### src/rtl/golden_nonce_ctrl.sv
// Nonce/cnt sequencer and golden-result queue around the double-SHA-256 transform pair.
// Build option GOLDEN_FIFO_EN: 4-entry result FIFO; otherwise a single holding register.
module golden_nonce_ctrl #(
   parameter int unsigned LOOP      = 6'd4,
   parameter int unsigned NONCE_LAG = 33,
   parameter int unsigned DROP_W    = 8
) (
   input  logic              clk,
   input  logic              reset,
   input  logic              start,
   input  logic [31:0]       nonce_start,
   input  logic [31:0]       nonce_end,
   input  logic [255:0]      hash_in,
   output logic [5:0]        cnt,
   output logic              feedback,
   output logic [31:0]       nonce,
   output logic              busy,
   output logic              done,
   output logic [31:0]       golden_nonce,
   output logic              golden_valid,
   input  logic              golden_ready,
   output logic [DROP_W-1:0] drop_cnt
);

   localparam logic [5:0]           CNT_LAST = 6'(LOOP - 1);
   localparam int unsigned          LAG_W    = $clog2(NONCE_LAG + 1);
   localparam logic [LAG_W-1:0]     LAG_MAX  = LAG_W'(NONCE_LAG);
   localparam logic [LAG_W-1:0]     LAG_ARM  = LAG_W'(NONCE_LAG - 1);

   typedef enum logic [1:0] {S_IDLE, S_RUN, S_DRAIN, S_DONE} state_t;

   state_t            state, state_next;
   logic [31:0]       nonce_end_q;
   logic [LAG_W-1:0]  warm_q;
   logic [LAG_W-1:0]  drain_q;
   logic              issue_p0;
   logic              hash_strobe_p1;
   logic              warm_armed;
   logic              cand;
   logic [31:0]       cand_nonce;
   logic              push, pop;
   logic              q_full, q_valid;
   logic [31:0]       q_head;
   logic              unused_hash_lo;

   assign busy     = (state == S_RUN) || (state == S_DRAIN);
   assign done     = (state == S_DONE);
   assign feedback = (cnt != 6'd0);
   assign issue_p0 = busy && (cnt == CNT_LAST);
   assign unused_hash_lo = ^hash_in[223:0];

   always_comb begin
      state_next = state;
      if (start) begin
         state_next = S_RUN;
      end else begin
         case (state)
            S_RUN:   if (issue_p0 && (nonce == nonce_end_q)) state_next = S_DRAIN;
            S_DRAIN: if (issue_p0 && (drain_q == LAG_ARM))   state_next = S_DONE;
            default: ;
         endcase
      end
   end

   always_ff @(posedge clk) begin
      if (reset) state <= S_IDLE;
      else       state <= state_next;
   end

   always_ff @(posedge clk) begin
      if (start) nonce_end_q <= nonce_end;
   end

   // Stage 0 -> 1: issue schedule, nonce advance, strobe one cycle behind the issue
   always_ff @(posedge clk) begin
      if (reset) begin
         cnt            <= 6'd0;
         nonce          <= 32'd0;
         warm_q         <= '0;
         drain_q        <= '0;
         hash_strobe_p1 <= 1'b0;
      end else if (start) begin
         cnt            <= 6'd0;
         nonce          <= nonce_start;
         warm_q         <= '0;
         drain_q        <= '0;
         hash_strobe_p1 <= 1'b0;
      end else begin
         hash_strobe_p1 <= issue_p0;
         if (busy) cnt <= (cnt == CNT_LAST) ? 6'd0 : cnt + 6'd1;
         if (issue_p0) nonce <= nonce + 32'd1;
         if (hash_strobe_p1 && (warm_q != LAG_MAX)) warm_q <= warm_q + LAG_W'(1);
         if (state != S_DRAIN) drain_q <= '0;
         else if (issue_p0)    drain_q <= drain_q + LAG_W'(1);
      end
   end

   // The strobe that brings the warm-up count to NONCE_LAG carries the hash of nonce_start.
   assign warm_armed = (warm_q >= LAG_ARM);
   assign cand       = hash_strobe_p1 && busy && warm_armed && (hash_in[255:224] == 32'h0);
   assign cand_nonce = nonce - 32'(NONCE_LAG);
   assign pop        = q_valid && golden_ready;
   assign push       = cand && (!q_full || pop);

`ifdef GOLDEN_FIFO_EN
   logic [31:0] fifo_mem [0:3];
   logic [1:0]  wr_ptr, rd_ptr;
   logic [2:0]  fifo_cnt;

   assign q_full  = (fifo_cnt == 3'd4);
   assign q_valid = (fifo_cnt != 3'd0);
   assign q_head  = fifo_mem[rd_ptr];

   always_ff @(posedge clk) begin
      if (reset) begin
         wr_ptr   <= 2'd0;
         rd_ptr   <= 2'd0;
         fifo_cnt <= 3'd0;
      end else begin
         if (push) wr_ptr <= wr_ptr + 2'd1;
         if (pop)  rd_ptr <= rd_ptr + 2'd1;
         case ({push, pop})
            2'b10:   fifo_cnt <= fifo_cnt + 3'd1;
            2'b01:   fifo_cnt <= fifo_cnt - 3'd1;
            default: ;
         endcase
      end
   end

   always_ff @(posedge clk) begin
      if (push) fifo_mem[wr_ptr] <= cand_nonce;
   end
`else
   logic        hold_valid;
   logic [31:0] hold_data;

   assign q_full  = hold_valid;
   assign q_valid = hold_valid;
   assign q_head  = hold_data;

   always_ff @(posedge clk) begin
      if (reset)     hold_valid <= 1'b0;
      else if (push) hold_valid <= 1'b1;
      else if (pop)  hold_valid <= 1'b0;
   end

   always_ff @(posedge clk) begin
      if (push) hold_data <= cand_nonce;
   end
`endif

   assign golden_valid = q_valid;
   assign golden_nonce = q_valid ? q_head : 32'd0;

   always_ff @(posedge clk) begin
      if (reset)
         drop_cnt <= '0;
      else if (cand && !push && (drop_cnt != {DROP_W{1'b1}}))
         drop_cnt <= drop_cnt + DROP_W'(1);
   end

endmodule
### config.mk
export PLATFORM = sky130hd
export DESIGN_NAME = golden_nonce_ctrl
export DESIGN_NICKNAME = d
export VERILOG_FILES = /design/src/rtl/golden_nonce_ctrl.sv
export SDC_FILE = /design/constraint.sdc
export NUM_CORES = 1
export LEC_CHECK = 0
export ABC_CLOCK_PERIOD_IN_PS = 3250
export CORE_AREA = 3 3 156 158
export DETAILED_ROUTE_END_ITERATION = 12
export DIE_AREA = 0 0 159 161
export DONT_BUFFER_PORTS = 1
export PLACE_DENSITY = 0.52
export SKIP_LAST_GASP = 1
export SYNTH_ARGS = -nofsm -noshare
export SYNTH_HDL_FRONTEND = slang
export SYNTH_SLANG_ARGS = --single-unit
### constraint.sdc
create_clock -name clk -period 3.25 [get_ports clk]
set_input_delay 0.65 -clock clk [delete_from_list [all_inputs] [get_ports clk]]
set_output_delay 0.65 -clock clk [all_outputs]
set_load 0.05 [all_outputs]
==> summary.md <==
The tools report the final routed DRC violation total as 0. Initial antenna violation count: 2. The number of hold-slack violations in the final timing report was 0.

Detailed-router iteration count before antenna repair: 4. The clock slew at the register clock pins of the worst setup and hold paths is 60 ps. The boundary pin count is 406, and the number of pins with negative max-slew slack in the final report is 0. The area growth from synthesis to layout is 17.7%.

For this design, the sink count on the clock tree is 126. The tools report the number of warnings issued by yosys as 0. Setup repair after global routing left no endpoint under its margin. The number of enable-type register cells in the synthesized netlist works out to 64. The tools report the final sum of negative setup slack as 0 ps.

After layout, the worst path uses 85.3% of the clock period. The relative slew slack is 33.8%, and the fraction of layout instances using a drive strength above 1 is 12.2%. Gates resized during post-CTS repair numbered 0. The library cells used most frequently in the layout, excluding fill and tap cells, are sky130_fd_sc_hd__xnor2_1 (70), sky130_fd_sc_hd__edfxtp_1 (64), sky130_fd_sc_hd__dfxtp_1 (62). Counting the fill cells in the layout gives 2,439. The synthesized area per cell was 9.92 um2; the number of antenna cells inserted was 0.

The most frequent standard cell in the layout excluding fill and tap cells was sky130_fd_sc_hd__xnor2_1. Power comes to 4.31 mW. In this run, CTS created clock tree buffers numbering 17. Global routing used 15.0% of the available tracks.

The signal arrival time at the worst endpoint came out at 3120 ps. Dividing the detail-routed via count by the number of cells gives 4.75. The synthesized design contains 126 register bits. Cell type of the slowest stage on the worst timing path: sky130_fd_sc_hd__or4_4. The primary flip-flop cell chosen by synthesis mapping was sky130_fd_sc_hd__edfxtp_1.

The tools report the number of rows created at floorplan as 56. The fraction of post-synthesis cell area in the top cell type by area is 29.9%. The clock passes through at most 2 buffers. On the worst path, the slowest cell contributes a delay of 660 ps. The run finished with clean final reports. Sequential elements use 49.3% of the synthesized area. The final layout net count is 996, and the number of different library cells in the post-synthesis netlist is 48. After detailed routing, the average wire length per cell comes to 19.7 um.

STA classifies the critical path endpoint as a flop. Derived from the worst setup path, the maximum achievable clock frequency is 361 MHz. The detailed router finished its first iteration with 308 violations.

In this run the cell area measured after placement is 0.00692 mm2. The tools report the routed wire length as 19,500 um. Detailed placement HPWL: 15,000 um.

Detailed routing inserted a total of 4,704 vias. The buffer type at the clock tree root was sky130_fd_sc_hd__clkbuf_16. The worst setup path is of the flop to flop kind. Power spread over the standard cell area amounts to 571 mW/mm2. Once the clock tree was built, the setup fixing pass inserted 0 buffers. The tools report the cell area after layout as 0.00756 mm2.

The class of the tightest hold or removal check is input port to flop. Synthesis produced a netlist whose cell count is 647. Of all nets on the critical path, the largest fanout is 14. The run gives 0.799 as the last weighted congestion value of the routability-driven placer.

Setup violations remaining at the end of the flow were counted as 0. The largest area contributor in the netlist is sky130_fd_sc_hd__edfxtp_1. The total leakage power is 2.57 nW, and the clock period minus worst slack is 2770 ps.

The run gives 0.347 mV as the largest vdd supply drop. Counting flops with an async set or reset pin after synthesis yields a share of 0%. The run gives 0.0233 mm2 as the core region area. The die is 161 um tall. For the worst-skew pair, the clock arrives at the later sink with an insertion delay of 420 ps. Number of nets with antenna violations after routing: 0.

Reported max-cap violation count: 0. At the worst endpoint, the required time is 3600 ps. Between clock sinks in the finished design, the worst skew comes to 11.2 ps. The tools report the starting density of the core as 27.6%.

The run gives 4 as the deepest level of the CTS H-tree. The run gives 0 as the total congestion overflow after global routing. The maximum number of pins on one net before global-route repair is 60. The width of the die works out to 159 um. TritonCTS built the clock tree. Summing every instance area after synthesis gives 0.00642 mm2. After clock tree synthesis, the flow added hold-fix buffers numbering 0. The number of input and output port buffers inserted works out to 0. The logs give 4,457 for the number of global-route vias before repair and 984 for the number of nets produced by synthesis. The first global-routing pass estimated 28,800 um of wire. The run gives 0.0256 mm2 as the die area. The number of buffers and inverters on the critical path came out at 1. Grouping stages by cell kind, the critical path spends the most delay in simple AND/OR/NAND/NOR gates. At the pin with the least slew margin, the transition time is 992 ps. STA classifies the critical path startpoint as a flop.

Traced cell by cell, the critical path runs through inv_1 -> ha_1 -> nor4bb_1 -> nand4_1 -> or4_4 -> or4_1 -> a21oi_1. Sorting the synthesized cells by area gives the leading types as sky130_fd_sc_hd__edfxtp_1 (30%), sky130_fd_sc_hd__dfxtp_1 (19%), sky130_fd_sc_hd__xnor2_1 (9.5%).
==> Yosys cell counts, types with 11 or more instances <==
library cell,n
sky130_fd_sc_hd__ha_1,13
sky130_fd_sc_hd__nand2_1,33
sky130_fd_sc_hd__a211oi_1,19
sky130_fd_sc_hd__and2_1,37
sky130_fd_sc_hd__nand4_1,19
sky130_fd_sc_hd__nor4_1,22
sky130_fd_sc_hd__or4_1,11
sky130_fd_sc_hd__nand3_1,17
sky130_fd_sc_hd__a21oi_1,17
sky130_fd_sc_hd__nor2_1,61
sky130_fd_sc_hd__edfxtp_1,64
sky130_fd_sc_hd__xnor2_1,70
sky130_fd_sc_hd__nor3_1,22
sky130_fd_sc_hd__clkbuf_1,36
sky130_fd_sc_hd__dfxtp_1,62
sky130_fd_sc_hd__inv_1,26
sky130_fd_sc_hd__xor2_1,26
==> worst reg2reg max path, delay by kind of cell (launching register included) <==
family                   cells  cell delay [ps]
AND/OR/NAND/NOR              4             1770
AO/OA/AOI/OAI                1              140
buffers and inverters        1               90
flip-flops                   1              370
adder cells (fa/ha/maj)      1              340
==> through the flow <==
| stage | worst slack [ps] | instances | utilization (%) | hold WS, ps |
|---|---|---|---|---|
| 2_1_floorplan | 412 | 647 | - | 462 |
| 3_3_place_gp | 475 | 959 | 29.8 | 479 |
| 3_5_place_dp | 449 | 959 | 29.8 | 489 |
| 4_1_cts | 442 | 991 | 32.5 | 277 |
| 5_1_grt | 304 | 991 | 32.5 | 281 |
| 6_report | 477 | 991 | 32.5 | 310 |
==> flip-flops by register name (all words and copies together) (netlist names) <==
name	count
cnt	6
warm_q	6
state	2
golden_valid	1
nonce	32
drain_q	6
drop_cnt	8
nonce_end_q	32
hold_data	32
hash_strobe_p1	1
==> layer usage <==
layer | track usage [%] | up-vias | share of wire [%]
met1 | 21.5 | 2178 | 49
met3 | 6.98 | 24 | 10
li1 | - | 2326 | -
met2 | 19.5 | 172 | 38
met5 | 0 | - | 0.11
met4 | 5.13 | 4 | 2.1
==> cell type report <==
cell class | count | area (um2) | share of cell area, %
sequential | 126 | 3160 | 41.9
multi-input combinational | 446 | 2960 | 39.1
clock buffer | 18 | 429 | 5.68
tap | 319 | 399 | 5.28
timing repair buffer | 40 | 300 | 3.97
clock inverter | 14 | 204 | 2.70
inverter | 28 | 105 | 1.39
==> where the power goes <==
group          switching (mW)  internal [mW]
Combinational           0.285          0.151
Sequential             0.0803           1.75
Clock                   0.751           1.30
==> cells by family (layout without fill, tap and decap cells) <==
kind of cell    count (synthesis)  in the layout  share of synthesized area (%)
mux                             2              2                          0.312
xor+xnor                       96             96                           13.1
buf+inv                        75            100                           4.74
fa+ha+maj                      13             13                           2.53
compound gates                 75             75                           7.97
simple gates                  260            260                           22.1
flops                         126            126                           49.3
==> worst paths after layout <==
check,startpoint,to,slack [ps],cells past startpoint
min,reset,drop_cnt[7],310,1
max reg2reg,state[0],drop_cnt[7],480,7
max,state[0],drop_cnt[7],480,7
min reg2reg,drain_q[1],drain_q[1],490,2
Note: power is estimated with default switching activity, not from simulation.
